===== config.mk =====
export PLATFORM = sky130hd
export DESIGN_NAME = uart_cmd_master
export DESIGN_NICKNAME = d
export VERILOG_FILES = /design/src/rtl/uart_cmd_pkg.sv /design/src/rtl/uart_cmd_link.sv /design/src/rtl/uart_cmd_master.sv
export SDC_FILE = /design/constraint.sdc
export NUM_CORES = 1
export LEC_CHECK = 0
export CORE_MARGIN = 5
export CORE_UTILIZATION = 43
export DETAILED_ROUTE_END_ITERATION = 8
export GPL_TIMING_DRIVEN = 0
export HOLD_SLACK_MARGIN = 0.15
export PLACE_DENSITY_LB_ADDON = 0.1
export RECOVER_POWER = 100
export SYNTH_ARGS = -nofsm -noshare
export SYNTH_HDL_FRONTEND = slang
export SYNTH_SLANG_ARGS = --single-unit

===== constraint.sdc =====
create_clock -name clk_i -period 2.5 [get_ports clk_i]
set_input_delay 0.25 -clock clk_i [delete_from_list [all_inputs] [get_ports clk_i]]
set_output_delay 0.25 -clock clk_i [all_outputs]
set_load 0.01 [all_outputs]

===== src/rtl/uart_cmd_pkg.sv =====
// uart_cmd_pkg: register map, status bits, protocol bytes and state types for uart_cmd_master
package uart_cmd_pkg;
  localparam logic [1:0] REG_ODR = 2'd0;
  localparam logic [1:0] REG_IDR = 2'd1;
  localparam logic [1:0] REG_BSR = 2'd2;
  localparam logic [1:0] REG_SR  = 2'd3;
  localparam int SR_BUSY = 0;
  localparam int SR_RX   = 1;
  localparam int SR_FE   = 2;
  localparam logic [7:0] OP_WR   = 8'h57;
  localparam logic [7:0] OP_RD   = 8'h52;
  localparam logic [7:0] RSP_OK  = 8'h4B;
  localparam logic [7:0] RSP_BAD = 8'h3F;
  localparam logic [7:0] RSP_FE  = 8'h45;
  localparam logic [7:0] RSP_TMO = 8'h54;
  typedef enum logic [2:0] {S_INIT, S_IDLE, S_ADDR, S_DATA, S_MEM, S_REPLY} state_t;
  typedef enum logic [2:0] {L_IDLE, L_BSR, L_SR_RD, L_SR_WAIT, L_IDR_RD, L_IDR_WAIT, L_CLR, L_ODR} link_state_t;
endpackage


===== src/rtl/uart_cmd_link.sv =====
// uart_cmd_link: byte get/put engine driving the simple_uart register port
module uart_cmd_link import uart_cmd_pkg::*; #(
  parameter int BAUD_DIV = 144
) (
  input  logic        clk_i,
  input  logic        rst_i,
  input  logic        bsr_req_i,
  input  logic        get_req_i,
  input  logic        put_req_i,
  input  logic        abort_i,
  input  logic [7:0]  put_byte_i,
  output logic        done_o,
  output logic [7:0]  rx_byte_o,
  output logic        rx_fe_o,
  output logic        uart_sel_o,
  output logic [1:0]  uart_addr_o,
  output logic [31:0] uart_data_o,
  output logic        uart_we_o,
  input  logic [31:0] uart_data_i
);
  link_state_t state, next;
  logic is_put;
  logic unused_ok;
  assign unused_ok = ^uart_data_i[31:8];
  // state register plus latched operation kind, received byte and framing flag
  always_ff @(posedge clk_i or negedge rst_i) begin
    if (!rst_i) begin
      state     <= L_IDLE;
      is_put    <= 1'b0;
      rx_byte_o <= 8'h0;
      rx_fe_o   <= 1'b0;
    end else begin
      state <= next;
      if (state == L_IDLE) is_put <= put_req_i;
      if (state == L_SR_WAIT && !is_put && uart_data_i[SR_RX]) rx_fe_o <= uart_data_i[SR_FE];
      if (state == L_IDR_WAIT) rx_byte_o <= uart_data_i[7:0];
    end
  end
  // register access sequencing: SR poll, IDR read, SR clear, ODR write, BSR setup
  always_comb begin
    next        = state;
    uart_sel_o  = 1'b0;
    uart_we_o   = 1'b0;
    uart_addr_o = REG_ODR;
    uart_data_o = 32'h0;
    done_o      = 1'b0;
    case (state)
      L_IDLE:     next = bsr_req_i ? L_BSR : (put_req_i || get_req_i) ? L_SR_RD : L_IDLE;
      L_BSR:      begin uart_sel_o = 1'b1; uart_we_o = 1'b1; uart_addr_o = REG_BSR; uart_data_o = 32'(BAUD_DIV); done_o = 1'b1; next = L_IDLE; end
      L_SR_RD:    begin uart_sel_o = 1'b1; uart_addr_o = REG_SR; next = L_SR_WAIT; end
      L_SR_WAIT:  next = is_put ? (uart_data_i[SR_BUSY] ? L_SR_RD : L_ODR) : (uart_data_i[SR_RX] ? L_IDR_RD : L_SR_RD);
      L_IDR_RD:   begin uart_sel_o = 1'b1; uart_addr_o = REG_IDR; next = L_IDR_WAIT; end
      L_IDR_WAIT: next = L_CLR;
      L_CLR:      begin uart_sel_o = 1'b1; uart_we_o = 1'b1; uart_addr_o = REG_SR; done_o = 1'b1; next = L_IDLE; end
      L_ODR:      begin uart_sel_o = 1'b1; uart_we_o = 1'b1; uart_data_o = {24'h0, put_byte_i}; done_o = 1'b1; next = L_IDLE; end
      default:    next = L_IDLE;
    endcase
    if (abort_i) next = L_IDLE;
  end
endmodule


===== src/rtl/uart_cmd_master.sv =====
// uart_cmd_master: UART command decoder issuing 32-bit memory bus accesses; UART_CMD_TIMEOUT_EN adds an inter-byte timeout
module uart_cmd_master import uart_cmd_pkg::*; #(
  parameter int BAUD_DIV       = 144,
  parameter int TIMEOUT_CYCLES = 5000000
) (
  input  logic        clk_i,
  input  logic        rst_i,
  output logic        uart_sel_o,
  output logic [1:0]  uart_addr_o,
  output logic [31:0] uart_data_o,
  output logic        uart_we_o,
  input  logic [31:0] uart_data_i,
  output logic        mem_valid_o,
  input  logic        mem_ready_i,
  output logic [31:0] mem_addr_o,
  output logic [31:0] mem_wdata_o,
  output logic [3:0]  mem_wstrb_o,
  input  logic [31:0] mem_rdata_i
);
  state_t state, next;
  logic [1:0] cnt, rlen;
  logic [7:0] rx_byte;
  logic [31:0] addr, data;
  logic is_wr, bsr_req, get_req, put_req, done, rx_fe, tmo, bad_op, get_st, err;
  assign bad_op      = rx_fe || (rx_byte != OP_WR && rx_byte != OP_RD);
  assign get_st      = state == S_IDLE || state == S_ADDR || state == S_DATA;
  assign err         = done && get_st && (state == S_IDLE ? bad_op : rx_fe);
  assign mem_valid_o = state == S_MEM;
  assign mem_addr_o  = addr;
  assign mem_wdata_o = data;
  assign mem_wstrb_o = {4{mem_valid_o && is_wr}};
  uart_cmd_link #(.BAUD_DIV(BAUD_DIV)) u_link (
    .clk_i(clk_i), .rst_i(rst_i), .bsr_req_i(bsr_req), .get_req_i(get_req), .put_req_i(put_req),
    .abort_i(tmo), .put_byte_i(data[7:0]), .done_o(done), .rx_byte_o(rx_byte), .rx_fe_o(rx_fe),
    .uart_sel_o(uart_sel_o), .uart_addr_o(uart_addr_o), .uart_data_o(uart_data_o),
    .uart_we_o(uart_we_o), .uart_data_i(uart_data_i)
  );
`ifdef UART_CMD_TIMEOUT_EN
  logic [31:0] tmo_cnt;
  logic waiting;
  assign waiting = (state == S_ADDR || state == S_DATA) && !done;
  assign tmo     = waiting && tmo_cnt == 32'(TIMEOUT_CYCLES - 1);
  // inter-byte idle counter, cleared by every received byte and outside ADDR/DATA
  always_ff @(posedge clk_i or negedge rst_i) begin
    if (!rst_i) tmo_cnt <= 32'h0;
    else tmo_cnt <= (waiting && !tmo) ? tmo_cnt + 32'h1 : 32'h0;
  end
`else
  localparam int unused_tmo = TIMEOUT_CYCLES;
  assign tmo = 1'b0;
`endif
  // frame state register
  always_ff @(posedge clk_i or negedge rst_i) begin
    if (!rst_i) state <= S_INIT;
    else state <= next;
  end
  // framing next-state and link requests
  always_comb begin
    next    = state;
    bsr_req = state == S_INIT;
    get_req = get_st;
    put_req = state == S_REPLY;
    case (state)
      S_INIT:  next = done ? S_IDLE : S_INIT;
      S_IDLE:  next = done ? (bad_op ? S_REPLY : S_ADDR) : S_IDLE;
      S_ADDR:  next = !done ? S_ADDR : rx_fe ? S_REPLY : cnt != 2'd3 ? S_ADDR : is_wr ? S_DATA : S_MEM;
      S_DATA:  next = !done ? S_DATA : rx_fe ? S_REPLY : cnt != 2'd3 ? S_DATA : S_MEM;
      S_MEM:   next = mem_ready_i ? S_REPLY : S_MEM;
      S_REPLY: next = (done && cnt == rlen) ? S_IDLE : S_REPLY;
      default: next = S_INIT;
    endcase
    if (tmo) next = S_REPLY;
  end
  // address/data assembly, reply staging and byte counting
  always_ff @(posedge clk_i or negedge rst_i) begin
    if (!rst_i) begin
      cnt   <= 2'd0;
      rlen  <= 2'd0;
      is_wr <= 1'b0;
      addr  <= 32'h0;
      data  <= 32'h0;
    end else if (tmo) begin
      data <= {24'h0, RSP_TMO};
      rlen <= 2'd0;
      cnt  <= 2'd0;
    end else if (state == S_MEM && mem_ready_i) begin
      data <= is_wr ? {24'h0, RSP_OK} : mem_rdata_i;
      rlen <= is_wr ? 2'd0 : 2'd3;
      cnt  <= 2'd0;
    end else if (err) begin
      data <= {24'h0, rx_fe ? RSP_FE : RSP_BAD};
      rlen <= 2'd0;
      cnt  <= 2'd0;
    end else if (done && state == S_IDLE) begin
      is_wr <= rx_byte == OP_WR;
      cnt   <= 2'd0;
    end else if (done && state == S_ADDR) begin
      addr <= {rx_byte, addr[31:8]};
      cnt  <= cnt + 2'd1;
    end else if (done && state == S_DATA) begin
      data <= {rx_byte, data[31:8]};
      cnt  <= cnt + 2'd1;
    end else if (done && state == S_REPLY) begin
      data <= data >> 8;
      cnt  <= cnt + 2'd1;
    end
  end
endmodule


==> metrics.md <==
| Metric | Value |
|---|---|
| Status | finished, final reports clean |
| Clk root buf | clkbuf_8 |
| Die W | 108 microns |
| Final Cycle Share | 94.5% |
| Hold Slack | 0.430 ns |
| Layout Nets | 626 |
| 1st-pass router iterations | 4 |
| 1st-iter DRT viols | 123 |
| Crit-path max FO | 10 |
| Most common cell after layout, fill and taps aside | dfrtp_1 |
| Core area | 9330 sq um |
| Asr flop ratio synth | 100% |
| Hold Crit Class | in -> reg |
| Fillers | 833 |
| Dpl cells | 675 |
| Post-Syn Area | 4130 sq um |
| Largest net degree at the start of global routing | 73 |
| Std-Cell Rows | 35 |
| H-tree depth | 3 |
| Syn Inst Count | 399 |
| Antenna-violating nets left | 0 |
| Area Growth Syn to Fin | 40.7% |
| Worst IR Drop VDD | 508 uV |
| Unique masters post-synth | 49 |
| Post-Route WL | 11100 microns |
| Fin area | 5820 sq um |
| Synth top area cells | dfrtp_1 (51%), mux2_2 (11%), buf_4 (4.9%) |
| I/O pin cnt | 172 |
| Yosys top cell by area | dfrtp_1 |
| Max-Cap Viols | 0 |
| Chip Height | 108 microns |
| Layout cells sized above 1 | 19.7% |
| Top-area cell type share of the netlist area | 50.8% |
| Via count | 3468 |
| DR WL/cell | 16.0 microns |
| Final std cells w/o fill | 692 |
| Seq/Total Area, Yosys | 50.8% |
| Total Routing Usage GR | 19.5% |
| Synth warn | 0 |
| Layout Skew | 0.0124 ns |
| Pwr/cell area | 925 nW/um^2 |
| Top_reg_cell synth | dfrtp_1 |
| Overflow left after global routing | 0 |
| Leak | 0.00272 uW |
| Post-CTS Setup Bufs | 0 |
| Slew @ Worst Pin | 0.977 ns |
| Clock sinks | 84 |
| Placer congestion estimate | 0.878 |
| Max frequency | 423 MHz |
| Crit path capture type | output pin |
| CTS tree | built |
| FF/Latch Area | 2100 sq um |
| Max Buffers Root-to-Sink | 2 |
| Max-slew headroom | 34.9% |
| Starting Density | 44.3% |
| Dpl cell area | 5640 sq um |
| Final Hold Viols | 0 |
| Req. time, crit path | 2.25 ns |
| Startpoint types | flip-flop |
| Final total power | 5380 uW |
| Initial antenna violation count | 0 |
| WP data arrival | 2.11 ns |
| Most frequent cells in the layout | dfrtp_1 (84), dlygate4sd3_1 (71), clkdlybuf4s50_1 (52) |
| Synthesized area per cell | 10.4 sq um |
| Unrepaired setup endpoints after global routing | no |
| CTS Buf Count | 9 |
| First-pass GRT wire length | 18100 microns |
| Final HPWL DP | 8450 microns |
| DRC | 0 |
| Vias in the first global route | 3541 |
| Number of setup violations in the final report | 0 |
| Clock period minus worst slack | 2.36 ns |
| I/O Buffers | 123 |
| Post-synth EDFFs | 0 |
| Critical path class | reg -> out |
| Worst-skew pair later-pin latency | 0.35 ns |
| Drt via density | 5.01 |
| Clk slew on worst S/H paths | 0.10 ns |
| Final-report max-slew violation count | 0 |
| Die area | 11700 sq um |
| Antenna cells | 0 |
| Multi-input gate area | 1800 sq um |
| Synthesized flop and latch total | 84 |
==> stage by stage <==
step,util (%),TNS (ns),worst slack (ns)
3_3_place_gp,60.2,-156.58,-1.87
3_5_place_dp,60.4,0,0.260
2_1_floorplan,-,0,0.605
4_1_cts,62.7,0,0.0305
5_1_grt,62.3,0,0.0121
6_report,62.3,0,0.138
==> final timing paths <==
path	from	to	slack, ns	cells past startpoint
setup reg to reg	u_link.rx_byte_o[5]$_DFFE_PN0N_	cnt[1]$_DFFE_PN0P_	0.21	6
hold reg to reg	mem_addr_o[3]$_DFFE_PN0P_	mem_addr_o[3]$_DFFE_PN0P_	0.52	1
max in group asynchronous	rst_i	mem_addr_o[3]$_DFFE_PN0P_	0.54	3
hold / removal	mem_rdata_i[14]	mem_wdata_o[14]$_DFFE_PN0P_	0.43	3
setup / recovery	state[1]$_DFF_PN0_	mem_wstrb_o[3]	0.14	5
min in group asynchronous	rst_i	state[0]$_DFF_PN0_	0.46	2
==> state kept, by name, summed over array words and instances, names as in the netlist <==
| name | flops |
|---|---|
| mem_wdata_o | 32 |
| is_wr | 1 |
| state | 3 |
| u_link.rx_fe_o | 1 |
| u_link.is_put | 1 |
| cnt | 2 |
| u_link.state | 3 |
| u_link.rx_byte_o | 8 |
| rlen | 1 |
| mem_addr_o | 32 |
==> worst max-delay path, stage by stage, from the launching register on <==
cell and delay (ns):
dfrtp_1 0.39, clkbuf_1 0.21, nand2b_2 0.30, nor2_2 0.19, clkbuf_4 0.15, clkdlybuf4s50_1 0.52
==> cells by family (layout without fill, tap and decap cells) <==
family	Yosys count	in the layout	synth area share (%)
DFF	84	84	50.8
AOI/OAI and AO/OA	102	102	14.9
adders and majority gates	1	1	0.303
buffers and inverters	52	193	7.63
xor gates and xnor gates	3	3	0.636
and+or+nand+nor	112	112	13.7
muxes	44	44	11.9
other	1	24	0.0907
==> report_power, final <==
| group | internal [uW] | switching [uW] | total [uW] |
|---|---|---|---|
| clock network | 385 | 547 | 932 |
| registers | 1720 | 313 | 2030 |
| logic | 1110 | 1300 | 2410 |
| total | 3210 | 2160 | 5380 |
==> synth_stat cells (4+ instances only) <==
| master | n |
|---|---|
| nor3_1 | 4 |
| nor2_1 | 35 |
| buf_4 | 27 |
| nand2b_1 | 5 |
| a31oi_1 | 5 |
| nand2_1 | 39 |
| and2_1 | 9 |
| o21ai_0 | 34 |
| a21oi_1 | 32 |
| inv_1 | 5 |
| buf_2 | 14 |
| a22oi_1 | 8 |
| mux2_2 | 41 |
| dfrtp_1 | 84 |
| clkbuf_1 | 5 |
==> metal layers <==
layer	share of wire [%]	GRT usage (%)
met4	1.4	5.50
met3	6.6	5.25
met1	43	26.9
met5	0	0
met2	49	30.4
==> what timing repair did <==
item | CTS | global route
hold endpoints to repair | 84 | 0
hold buffers | 1 | 0
endpoints found under the setup margin | 1 | 4
resized for setup | 1 | 2
pin swaps | 0 | 0
==> area by class of cell <==
cell class | instances | area share [%]
Tap cell | 129 | 2.78
Inverter | 5 | 0.323
Buffer | 47 | 5.06
Multi-Input combinational cell | 286 | 31.0
Sequential cell | 84 | 36.1
Timing Repair Buffer | 125 | 21.4
Clock inverter | 7 | 1.18
Clock buffer | 9 | 2.13
No activity file was read; power rests on OpenSTA's default activity.
